$ cat src/rtl/seven_seg_pkg.sv
// Shared constants, shadow-register layout and hex-to-segment lookup for the
// 8-digit common-anode scan driver.
package seven_seg_pkg;

    localparam int unsigned NUM_DIGITS = 8;
    localparam logic [7:0]  SEG_BLANK  = 8'hFF;
    localparam logic [7:0]  AN_NONE    = 8'hFF;

    typedef struct packed {
        logic [31:0] num;
        logic [7:0]  point;
        logic [7:0]  le;
    } shadow_t;

    // Active-low {g,f,e,d,c,b,a} pattern for one hex digit.
    function automatic logic [6:0] hex2seg(input logic [3:0] nibble);
        logic [6:0] seg;
        case (nibble)
            4'h0: seg = 7'h40;
            4'h1: seg = 7'h79;
            4'h2: seg = 7'h24;
            4'h3: seg = 7'h30;
            4'h4: seg = 7'h19;
            4'h5: seg = 7'h12;
            4'h6: seg = 7'h02;
            4'h7: seg = 7'h78;
            4'h8: seg = 7'h00;
            4'h9: seg = 7'h10;
            4'hA: seg = 7'h08;
            4'hB: seg = 7'h03;
            4'hC: seg = 7'h46;
            4'hD: seg = 7'h21;
            4'hE: seg = 7'h06;
            default: seg = 7'h0E;
        endcase
        return seg;
    endfunction

endpackage

$ cat src/rtl/seven_seg_hex_decode.sv
// Combinational decode of one nibble plus decimal-point request into the
// active-low {dp,g,f,e,d,c,b,a} segment byte.
module seven_seg_hex_decode
    import seven_seg_pkg::*;
(
    input  logic [3:0] nibble,
    input  logic       point,
    output logic [7:0] segment
);

    always_comb begin
        segment = {~point, hex2seg(nibble)};
    end

endmodule

$ cat src/rtl/seven_seg_scan.sv
// Time-multiplexed 8-digit hex display driver with per-frame input snapshot,
// per-digit decimal point and blink. Optional leading-zero blanking: SEG_LZ_BLANK_EN.
module seven_seg_scan
    import seven_seg_pkg::*;
#(
    parameter int unsigned SCAN_PERIOD  = 50000,
    parameter int unsigned BLINK_FRAMES = 64
) (
    input  logic        clk,
    input  logic        rst,
    input  logic [31:0] disp_num,
    input  logic [7:0]  point_in,
    input  logic [7:0]  le,
    output logic [7:0]  AN,
    output logic [7:0]  SEGMENT,
    output logic        frame_done
);

    localparam int unsigned PW = (SCAN_PERIOD  > 1) ? $clog2(SCAN_PERIOD)  : 1;
    localparam int unsigned BW = (BLINK_FRAMES > 1) ? $clog2(BLINK_FRAMES) : 1;
    localparam logic [PW-1:0] PRE_LAST   = PW'(SCAN_PERIOD - 1);
    localparam logic [BW-1:0] BLINK_LAST = BW'(BLINK_FRAMES - 1);

    logic [PW-1:0] pre_cnt;
    logic [2:0]    digit;
    shadow_t       shadow;
    logic [BW-1:0] blink_cnt;
    logic          blink_phase;

    logic [3:0]    nibble;
    logic          point_cur;
    logic [7:0]    seg_byte;
    logic          blink_off;
    logic          lz_off;
    logic          digit_on;
    logic          frame_start;
    logic          slot_last;

    assign nibble      = shadow.num[{digit, 2'b00} +: 4];
    assign point_cur   = shadow.point[digit];
    assign blink_off   = blink_phase & shadow.le[digit];
    assign frame_start = (pre_cnt == '0) && (digit == 3'd0);
    assign slot_last   = (pre_cnt == PRE_LAST);

`ifdef SEG_LZ_BLANK_EN
    logic [2:0] lz_top;

    // Index of the highest nonzero nibble; digit 0 is never above it.
    always_comb begin
        lz_top = '0;
        for (int unsigned i = 1; i < NUM_DIGITS; i++) begin
            if (shadow.num[4*i +: 4] != 4'h0) begin
                lz_top = 3'(i);
            end
        end
    end

    assign lz_off = (digit > lz_top) && !point_cur;
`else
    assign lz_off = 1'b0;
`endif

    assign digit_on = ~(blink_off | lz_off);

    seven_seg_hex_decode u_decode (
        .nibble  (nibble),
        .point   (point_cur),
        .segment (seg_byte)
    );

    // Outputs use the pre-update shadow, so the first cycle of a frame still
    // shows the previous frame's digit-0 value.
    always_ff @(posedge clk) begin
        if (rst) begin
            pre_cnt     <= '0;
            digit       <= '0;
            shadow      <= '0;
            blink_cnt   <= '0;
            blink_phase <= 1'b0;
            AN          <= AN_NONE;
            SEGMENT     <= SEG_BLANK;
            frame_done  <= 1'b0;
        end else begin
            AN         <= digit_on ? ~(8'(1) << digit) : AN_NONE;
            SEGMENT    <= digit_on ? seg_byte : SEG_BLANK;
            frame_done <= slot_last && (digit == 3'd7);

            if (frame_start) begin
                shadow <= '{num: disp_num, point: point_in, le: le};
            end

            if (slot_last) begin
                pre_cnt <= '0;
                digit   <= digit + 3'd1;
            end else begin
                pre_cnt <= pre_cnt + 1'b1;
            end

            if (frame_done) begin
                if (blink_cnt == BLINK_LAST) begin
                    blink_cnt   <= '0;
                    blink_phase <= ~blink_phase;
                end else begin
                    blink_cnt <= blink_cnt + 1'b1;
                end
            end
        end
    end

endmodule
$ cat config.mk
export PLATFORM = sky130hd
export DESIGN_NAME = seven_seg_scan
export DESIGN_NICKNAME = d
export VERILOG_FILES = /design/src/rtl/seven_seg_pkg.sv /design/src/rtl/seven_seg_hex_decode.sv /design/src/rtl/seven_seg_scan.sv
export SDC_FILE = /design/constraint.sdc
export NUM_CORES = 1
export LEC_CHECK = 0
export ABC_AREA = 0
export CAP_MARGIN = 15
export CORE_ASPECT_RATIO = 0.5
export CORE_MARGIN = 5
export CORE_UTILIZATION = 35
export CTS_CLUSTER_SIZE = 14
export DETAILED_ROUTE_END_ITERATION = 7
export PLACE_DENSITY = 0.68
export SLEW_MARGIN = 20
export SYNTH_ARGS = -nofsm -noshare
export SYNTH_HDL_FRONTEND = slang
export SYNTH_HIERARCHICAL = 1
export SYNTH_SLANG_ARGS = --single-unit
export TNS_END_PERCENT = 10
$ cat constraint.sdc
create_clock -name clk -period 6 [get_ports clk]
set_input_delay 1.2 -clock clk [delete_from_list [all_inputs] [get_ports clk]]
set_output_delay 1.2 -clock clk [all_outputs]
set_load 0.005 [all_outputs]
==> results_dict.tcl, run 1 <==
set metrics [dict create \
    synth_edf_count 0 \
    rsz0062_at_grt "false" \
    synth_warnings 6 \
    crit_path_start_kind "flop" \
    maxSlewHeadroom 0.404 \
    die_area_um2 14400 \
    synth_nets 533 \
    critPathKind "reg -> reg" \
    report.final.slew_viol_count 0 \
    synth.distinct_cells 41 \
    cts_setup_buffers 0 \
    syn-cell-area_um2 4180 \
    fmax_mhz 342 \
    clk_latency_ns 0.34 \
    outcome "completed" \
    fp-row-count 28 \
    gr-total-overflow 0 \
    finalSetupViolCount 0 \
    setup_tns_ns 0 \
    root_buffer "clkbuf_16" \
    design.core.area_um2 11700 \
    cp_max_fo 16 \
    pwr-share-comb 0.127 \
    cts_max_path_buffers 2 \
    drive_gt1_frac 0.0777 \
    power_density_nw_per_um2 278 \
    yosysTopAreaCell "dfxtp_1" \
    place_hpwl_um 6760 \
    endpoint_kind "flop" \
    fp.dieW_um 165 \
    p_sw_frac 0.233 \
    yosys_register_bits 91 \
    synthFlopType "dfxtp_1" \
    first_iter_violations 321 \
    total_power_mw 1.45 \
    tightest_slew_ns 0.892 \
    routed_via_density 5.05 \
    antenna_found_initial 0 \
    netlist_instances 467 \
    synth_top_area_frac 0.436 \
    fillCellCount 1118 \
    p_leak_nw 1.86 \
    layout_min_cycle_time_ns 2.92 \
    period_share 0.487 \
    hp-class "reg -> reg" \
    clk_pin_slew_ns 0.06 \
    ys_seq_area_frac 0.436 \
    drc 0 \
    cts_buffers 9 \
    async_flop_share 0 \
    drv_cap 0 \
    vdd_drop_max_mv 0.139 \
    drt_first_pass_iters 6 \
    start_util 0.356 \
    arrival_ns 3.13 \
    skew_ns 0.00762 \
    intPower_mw 1.11 \
    p_sw_mw 0.339 \
    grt_max_degree 62 \
    yosys-top-cells-area "dfxtp_1 44%, nand3_1 7.3%, mux4_2 6.5%, a21oi_1 6.2%, o21ai_0 6.0%" \
    p_clk_frac 0.418 \
    area_delta_synth_final_pct 24.8 \
    grt_pass1_wl_um 16000 \
    drt_wl_total_um 9800 \
    p_seq_frac 0.454 \
    gp_congestion 0.795 \
    first_global_vias 3250 \
    synth_area_per_cell_um2 8.95 \
    vias 3435 \
    final_nets 577 \
    htreeDepth 3 \
    cts_resized 0 \
    wl_per_cell_um 14.4 \
    tritoncts "done" \
    ioPinCount 67 \
    crit_required_ns 6.20 \
    io_buffers 66 \
    grt_util_all_layers 0.140 \
    drtAntennaViolNets 0 \
    ctsHoldBuffers 0 \
    clkSinkCount 91 \
    diodes 0 \
    hold_viol 0 \
    die_y_um 87.3 \
]
-- final timing paths --
path	start	endpoint	slack (ns)	cells after the start
worst max-delay path	digit[0]$_SDFFE_PP0N_	SEGMENT[3]$_SDFF_PP1_	3.08	8
worst min-delay path	shadow[2]$_SDFFE_PP0P_	shadow[2]$_SDFFE_PP0P_	0.47	2
worst max register to register	digit[0]$_SDFFE_PP0N_	SEGMENT[3]$_SDFF_PP1_	3.08	8
worst min register to register	shadow[2]$_SDFFE_PP0P_	shadow[2]$_SDFFE_PP0P_	0.47	2
-- Yosys cell counts, types with 2 or more instances --
| cell type | instances |
|---|---|
| nor4_1 | 5 |
| buf_2 | 9 |
| nor4b_1 | 2 |
| xnor2_1 | 16 |
| nand2_1 | 25 |
| dfxtp_1 | 91 |
| inv_1 | 13 |
| mux4_2 | 12 |
| nand4_1 | 7 |
| a22o_1 | 2 |
| buf_4 | 3 |
| o21ai_0 | 50 |
| nor3_1 | 5 |
| and2_1 | 2 |
| and3_1 | 2 |
| buf_6 | 3 |
| a21oi_1 | 52 |
| nand3_1 | 61 |
| o21ai_1 | 2 |
| nor2_1 | 33 |
| and4_1 | 2 |
| mux2i_1 | 5 |
| nand2b_1 | 8 |
| ha_1 | 16 |
| clkbuf_1 | 22 |
| xor2_1 | 4 |
-- layer usage --
layer | global-route usage | wire [um]
met1 | 0.186 | 4610
met3 | 0.0473 | 581
met4 | 0.0453 | 149
met2 | 0.216 | 4460
met5 | 0 | 0
-- power groups by stage --
stage | Sequential [mW] | Clock [mW] | Combinational [mW]
global placement | 0.672 | 0 | 0.184
floorplan | 0.667 | 0 | 0.121
CTS | 0.660 | 0.623 | 0.187
detailed placement | 0.673 | 0 | 0.186
global route | 0.664 | 0.651 | 0.206
finish | 0.660 | 0.608 | 0.185
-- final cells by class --
type,count,area (um^2),share of cell area
Clock buffer,10,239,0.0458
Clock inverter,5,86.3,0.0165
Inverter,14,52.6,0.0101
Multi-Input combinational cell,325,2130,0.408
Sequential cell,91,1820,0.349
Tap cell,165,206,0.0395
Timing Repair Buffer,70,686,0.131
-- stage by stage --
step / util / std cells / setup WS [ns] / hold slack [ns] / instance area (um^2)
3_5_place_dp: 0.417 / 665 / 3.04 / 0.464 / 4890
5_1_grt: 0.445 / 680 / 2.78 / 0.499 / 5220
3_3_place_gp: 0.417 / 665 / 3.14 / 0.457 / 4890
2_1_floorplan: - / 467 / 3.48 / 0.442 / 4180
6_report: 0.445 / 680 / 3.08 / 0.469 / 5220
4_1_cts: 0.444 / 680 / 3.03 / 0.472 / 5220
-- sequential cells by signal, indices dropped and copies added (netlist names) --
| register | cells |
|---|---|
| shadow | 48 |
| pre_cnt | 16 |
| AN | 8 |
| SEGMENT | 8 |
| blink_cnt | 6 |
| digit | 3 |
| blink_phase | 1 |
| frame_done | 1 |
-- cells in the final DEF (no fill, tap or decap), types with 2 or more instances in the layout --
cell type and n:
a21oi_1 52, a22o_1 2, and3_1 2, and4_1 2
buf_4 4, bufinv_16 2, clkbuf_16 9, clkdlybuf4s50_1 65
clkinv_4 2, dfxtp_1 91, ha_1 16, inv_1 13
mux2i_1 5, mux4_2 12, nand2_1 25, nand2b_1 8
nand3_1 61, nand4_1 7, nor2_1 33, nor3_1 5
nor4_1 5, nor4b_1 2, o21ai_0 50, o21ai_1 2
xnor2_1 16, xor2_1 4
-- critical path, stage by stage (launching register included) --
cell and delay (ns):
dfxtp_1 0.90, mux4_2 0.60, nand2_1 0.08, nand2_1 0.19, inv_1 0.19, ha_1 0.15, inv_1 0.05, mux4_1 0.47
nand2b_1 0.15
-- logic make-up (layout without fill, tap and decap cells) --
family | after synthesis | after routing | synth area share
simple gates | 159 | 159 | 0.189
fa+ha+maj | 16 | 16 | 0.0479
mux | 19 | 19 | 0.0856
buf+inv | 51 | 99 | 0.0566
flops | 91 | 91 | 0.436
xor+xnor | 20 | 20 | 0.0419
compound gates | 111 | 111 | 0.143
No activity file was read; power rests on OpenSTA's default activity.
==> inputs of run 2 (changes only) <==
--- a/config.mk
+++ b/config.mk
@@ -12,7 +12,7 @@
 export CORE_UTILIZATION = 35
 export CTS_CLUSTER_SIZE = 14
 export DETAILED_ROUTE_END_ITERATION = 7
-export PLACE_DENSITY = 0.68
+export PLACE_DENSITY = 0.7
 export SLEW_MARGIN = 20
 export SYNTH_ARGS = -nofsm -noshare
 export SYNTH_HDL_FRONTEND = slang
==> constraint.sdc (replaced) <==
create_clock -name clk -period 2.64 [get_ports clk]
set_input_delay 0.528 -clock clk [delete_from_list [all_inputs] [get_ports clk]]
set_output_delay 0.528 -clock clk [all_outputs]
set_load 0.005 [all_outputs]
==> run 2 against run 1 <==
Cell count rose by 1.2%. Largest cell class unchanged. Global-route usage barely moved. Register-to-register slack got worse by 2.8 ns. Sequential power rose by 130%. Fmax rose by 22%. Total power rose by 120%. Clock skew fell by 0.0016 ns. Utilization rose by 0.41 points. Non-clock buffer count rose by 7. Critical path depth rose by 1.
==> results_dict.tcl, run 2 (synthesis gave the netlist of run 1 again) <==
set metrics [dict create \
    outcome "completed" \
    regToRegSetupSlack_ns 0.24 \
    r2r_cells 9 \
    worstPathCellList "buf_12 > mux4_2 > nand2_1 > nand2_1 > inv_2 > ha_1 > inv_1 > mux4_1 > nand2b_1" \
    crit_slowest_cell "mux4_2" \
    first_global_vias 3172 \
    fmax_mhz 416 \
    setup_tns_ns 0 \
    fp-row-count 28 \
    tightest_slew_ns 0.530 \
    regToRegEndpoint "SEGMENT[3]$_SDFF_PP1_" \
    critPathKind "reg -> reg" \
    drive_gt1_frac 0.0937 \
    diodes 0 \
    drt_first_pass_iters 4 \
    cp_max_fo 15 \
    die_area_um2 14400 \
    layout_min_cycle_time_ns 2.40 \
    cts_max_path_buffers 2 \
    clk_latency_ns 0.34 \
    power_density_nw_per_um2 606 \
    crit_path_start_kind "flop" \
    io_buffers 66 \
    grt_max_degree 53 \
    antenna_found_initial 0 \
    grt_pass1_wl_um 15800 \
    min_to "shadow[0]$_SDFFE_PP0P_" \
    arrival_ns 2.64 \
    rsz0062_at_grt "false" \
    clk_pin_slew_ns 0.06 \
    p_sw_frac 0.242 \
    maxSlewHeadroom 0.647 \
    crit_required_ns 2.87 \
    ioPinCount 67 \
    p_seq_frac 0.469 \
    hold_viol 0 \
    finalSetupViolCount 0 \
    total_power_mw 3.19 \
    min-delay-start "shadow[0]$_SDFFE_PP0P_" \
    clkSinkCount 91 \
    wl_per_cell_um 14.2 \
    vias 3437 \
    final_nets 584 \
    grt_util_all_layers 0.141 \
    vdd_drop_max_mv 0.303 \
    largestRegisters "shadow x48, pre_cnt x16" \
    root_buffer "clkbuf_16" \
    place_hpwl_um 7020 \
    pwr-share-comb 0.134 \
    final_cell_mix "90 x dfxtp_1, 65 x clkdlybuf4s50_1, 61 x nand3_1" \
    first_iter_violations 226 \
    p_leak_nw 1.88 \
    fp.dieW_um 165 \
    cts_buffers 9 \
    routed_via_density 5.00 \
    p_clk_frac 0.397 \
    drv_cap 0 \
    drtAntennaViolNets 0 \
    whs_path_depth 2 \
    reg2reg_from "digit[0]$_SDFFE_PP0N_" \
    critPathMostFrequentCell "nand2_1" \
    cp_slowest_stage_delay_ns 0.51 \
    endpoint_kind "flop" \
    tritoncts "done" \
    final_common_cell "dfxtp_1" \
    period_share 0.910 \
    drc 0 \
    report.final.slew_viol_count 0 \
    htreeDepth 3 \
    p_sw_mw 0.774 \
    area_delta_synth_final_pct 26.0 \
    start_util 0.356 \
    gp_congestion 0.787 \
    design.core.area_um2 11700 \
    intPower_mw 2.42 \
    skew_ns 0.00602 \
    path_buf_inv 3 \
    crit_start "digit[0]$_SDFFE_PP0N_" \
    drt_wl_total_um 9800 \
    die_y_um 87.3 \
    crit_family "multiplexers" \
    largest_reg_flops 48 \
    largest-register "shadow" \
    gr-total-overflow 0 \
    hp-class "reg -> reg" \
    cts_setup_buffers 0 \
]
run 2: power by group through the flow:
stage	Clock, mW	Sequential, mW	Combinational (mW)
CTS	1.30	1.50	0.431
global route	1.36	1.51	0.478
detailed placement	0	1.53	0.429
floorplan	0	1.52	0.275
finish	1.27	1.50	0.427
global placement	0	1.53	0.421
run 2: what timing repair did:
item                       CTS  global route
gates resized for setup      0             4
hold buffers                 0             0
setup endpoints to repair    0             2
run 2: worst max path at each step:
| stage | endpoint | slack [ns] | cells past startpoint |
|---|---|---|---|
| 6_report | SEGMENT[3]$_SDFF_PP1_ | 0.24 | 9 |
| 5_1_grt | SEGMENT[0]$_SDFF_PP1_ | 0.05 | 10 |
| 4_1_cts | SEGMENT[0]$_SDFF_PP1_ | 0.05 | 10 |
| 3_5_place_dp | SEGMENT[0]$_SDFF_PP1_ | 0.07 | 10 |
| 3_3_place_gp | SEGMENT[0]$_SDFF_PP1_ | 0.21 | 10 |
| 2_1_floorplan | SEGMENT[0]$_SDFF_PP1_ | 0.12 | 11 |
run 2: routing by layer:
layer,GRT usage,vias up,wire [um]
met2,0.216,75,4420
li1,-,1748,-
met5,0,-,0
met4,0.0430,0,121
met1,0.183,1602,4500
met3,0.0548,12,754
run 2: final cells by class:
type                       instances  area (um^2)
fill                            1133         6470
multi-input combinational        325         2130
sequential                        91         1820
timing repair buffer              77          763
clock buffer                      11          233
tap                              165          206
clock inverter                     5         62.6
inverter                          14         52.6
run 2: worst min-delay path, stage by stage, from the launching register on:
cell	delay, ns
dfxtp_1	0.30
o21ai_0	0.07
a21oi_1	0.06
run 2: metrics by stage:
step                      utilization  hold slack [ns]  area (um^2)  setup slack (ns)  std cells
after floorplan                     -            0.442         4180             0.120        467
after global placement          0.423            0.457         4970             0.212        672
after detailed placement        0.423            0.464         4970            0.0705        672
after CTS                       0.449            0.471         5260            0.0540        688
after global routing            0.449            0.493         5270            0.0514        688
final                           0.449            0.473         5270             0.239        688
==> patch, RTL diff (config.mk and constraints of run 2) <==
Register the input `disp_num` before use, cleared by the reset. The logic sees it one clock later. The other inputs are not delayed to match.
--- a/src/rtl/seven_seg_scan.sv
+++ b/src/rtl/seven_seg_scan.sv
@@ -22,2 +22,12 @@
     localparam logic [BW-1:0] BLINK_LAST = BW'(BLINK_FRAMES - 1);
+
+    logic [31:0] disp_num_q;
+
+    always_ff @(posedge clk) begin
+        if (rst) begin
+            disp_num_q <= '0;
+        end else begin
+            disp_num_q <= disp_num;
+        end
+    end
 
@@ -88,3 +98,3 @@
             if (frame_start) begin
-                shadow <= '{num: disp_num, point: point_in, le: le};
+                shadow <= '{num: disp_num_q, point: point_in, le: le};
             end
Function: changed (a bounded check fails within 4 cycles, from zero or initial values and one cycle with rst high).
==> patch against run 2 <==
Synthesized cell count up 14%. Sequential share of layout area is 3.5 points higher. Count of clock-buffer cells in the layout grew 6. Setup slack lost 0.052 ns. Sequential cell count up 32. Sequential power increased by 33%. Area after synthesis increased by 20%. Wire length rose by 15%. Global-route usage shrank 0.47 points. Total power grew 48%. Largest cell class is now registers. Combinational power decreased by 9.8%. Critical endpoint is now SEGMENT[0]. Final area up 23%.
==> patch: results (changes against run 2) <==
Outcome
  – Status: complete, no violations (unchanged)

Critical path
  – Worst EP arrival: 2.81 ns (was 2.64 ns)
  – Worst R2R End: SEGMENT[0] (was SEGMENT[3])
  – Delay-heaviest family, CP: simple AND/OR/NAND/NOR gates (was multiplexers)
  – Register-to-Register Path Depth: 10 (was 9)
  – CP max FO: 8 (was 15)

GRT
  – First-pass GRT wire length: 18.6 mm (was 15.8 mm)
  – Vias in the first global route: 3791 (was 3172)
  – Largest net degree at the start of global routing: 83 (was 53)
  – Total GRT Usage: 13.6% (was 14.1%)

Timing
  – Worst hold slack: 0.456 ns (was 0.473 ns)
  – Final period util: 92.9% (was 91.0%)
  – Worst slew margin: 62.1% (was 64.7%)
  – Clock Skew: 0.00736 ns (was 0.00602 ns)

Clock tree
  – CTS buffer count: 17 (was 9)
  – Clk_lat worst skew: 0.42 ns (was 0.34 ns)
  – H-tree depth: 4 (was 3)

Power
  – Clock Power Share: 49.5% (was 39.7%)
  – Leakage power: 2.34 nW (was 1.88 nW)
  – Switching Power: 1.15 mW (was 774 µW)
  – VDD IR max: 0.458 mV (was 0.303 mV)
  – Combinational Power: 385 µW (was 427 µW)
  – Total Power: 4.71 mW (was 3.19 mW)

Final layout
  – Largest registers: shadow (48), disp_num_q (32), pre_cnt (16) (was shadow (48), pre_cnt (16))
  – Fin util: 46.7% (was 44.9%)
  – Layout cells sized above 1: 10.9% (was 9.37%)

Synth
  – Cell count after synthesis: 532 (was 467)
  – Synth top cells by count: 123 x dfxtp_1, 59 x nand3_1, 52 x a21oi_1 (was 91 x dfxtp_1, 61 x nand3_1, 52 x a21oi_1)
  – Sequential area share after synthesis: 49.0% (was 43.6%)
  – Post-Syn Nets: 598 (was 533)
  – Synth area leaders: dfxtp_1 49%, nand3_1 5.9%, mux4_2 5.4% (was dfxtp_1 44%, nand3_1 7.3%, mux4_2 6.5%)
  – Netlist cell types: 42 (was 41)

Place
  – Cells after DPL: 763 (was 672)
  – Post-DP HPWL: 7.60 mm (was 7.02 mm)
  – Cell Area, Placed: 0.00584 mm² (was 0.00497 mm²)
  – Place WS: 0.195 ns (was 0.0705 ns)

Routing
  – Via density: 4.93 (was 5.00)
  – Routed WL: 11.3 mm (was 9.80 mm)
  – Starting DRT DRC Count: 227 (was 226)

Worst hold path
  – Hold path start: disp_num_q[2] (was shadow[0])
  – Worst Hold End: shadow[18] (was shadow[0])
-- patch: cell count changes after synthesis --
| cell | change |
|---|---|
| buf_1 | +1 |
| nand2_1 | +1 |
| buf_2 | +1 |
| nor2b_1 | +32 |
| dfxtp_1 | +32 |
| nand3_1 | -2 |
-- patch: cell families after synthesis --
| kind of cell | after synthesis | synth area share [%] |
|---|---|---|
| simple gates | 190 | 19.6 |
| flops | 123 | 49.0 |
| compound gates | 111 | 11.9 |
| buf+inv | 53 | 4.88 |
| xor+xnor | 20 | 3.49 |
| mux | 19 | 7.12 |
| fa+ha+maj | 16 | 3.98 |
-- patch: layout make-up --
type                       count  area share [%]
clock buffer                  17            6.59
clock inverter                15            2.81
inverter                      14           0.814
multi-input combinational    356            36.0
sequential                   123            38.2
tap                          192            3.72
timing repair buffer          78            11.9
-- patch: metal layers --
layer | wire length, µm | GRT usage, %
met1 | 5590 | 18.1
met2 | 4940 | 20.7
met3 | 607 | 4.58
met4 | 153 | 5.01
met5 | 0 | 0
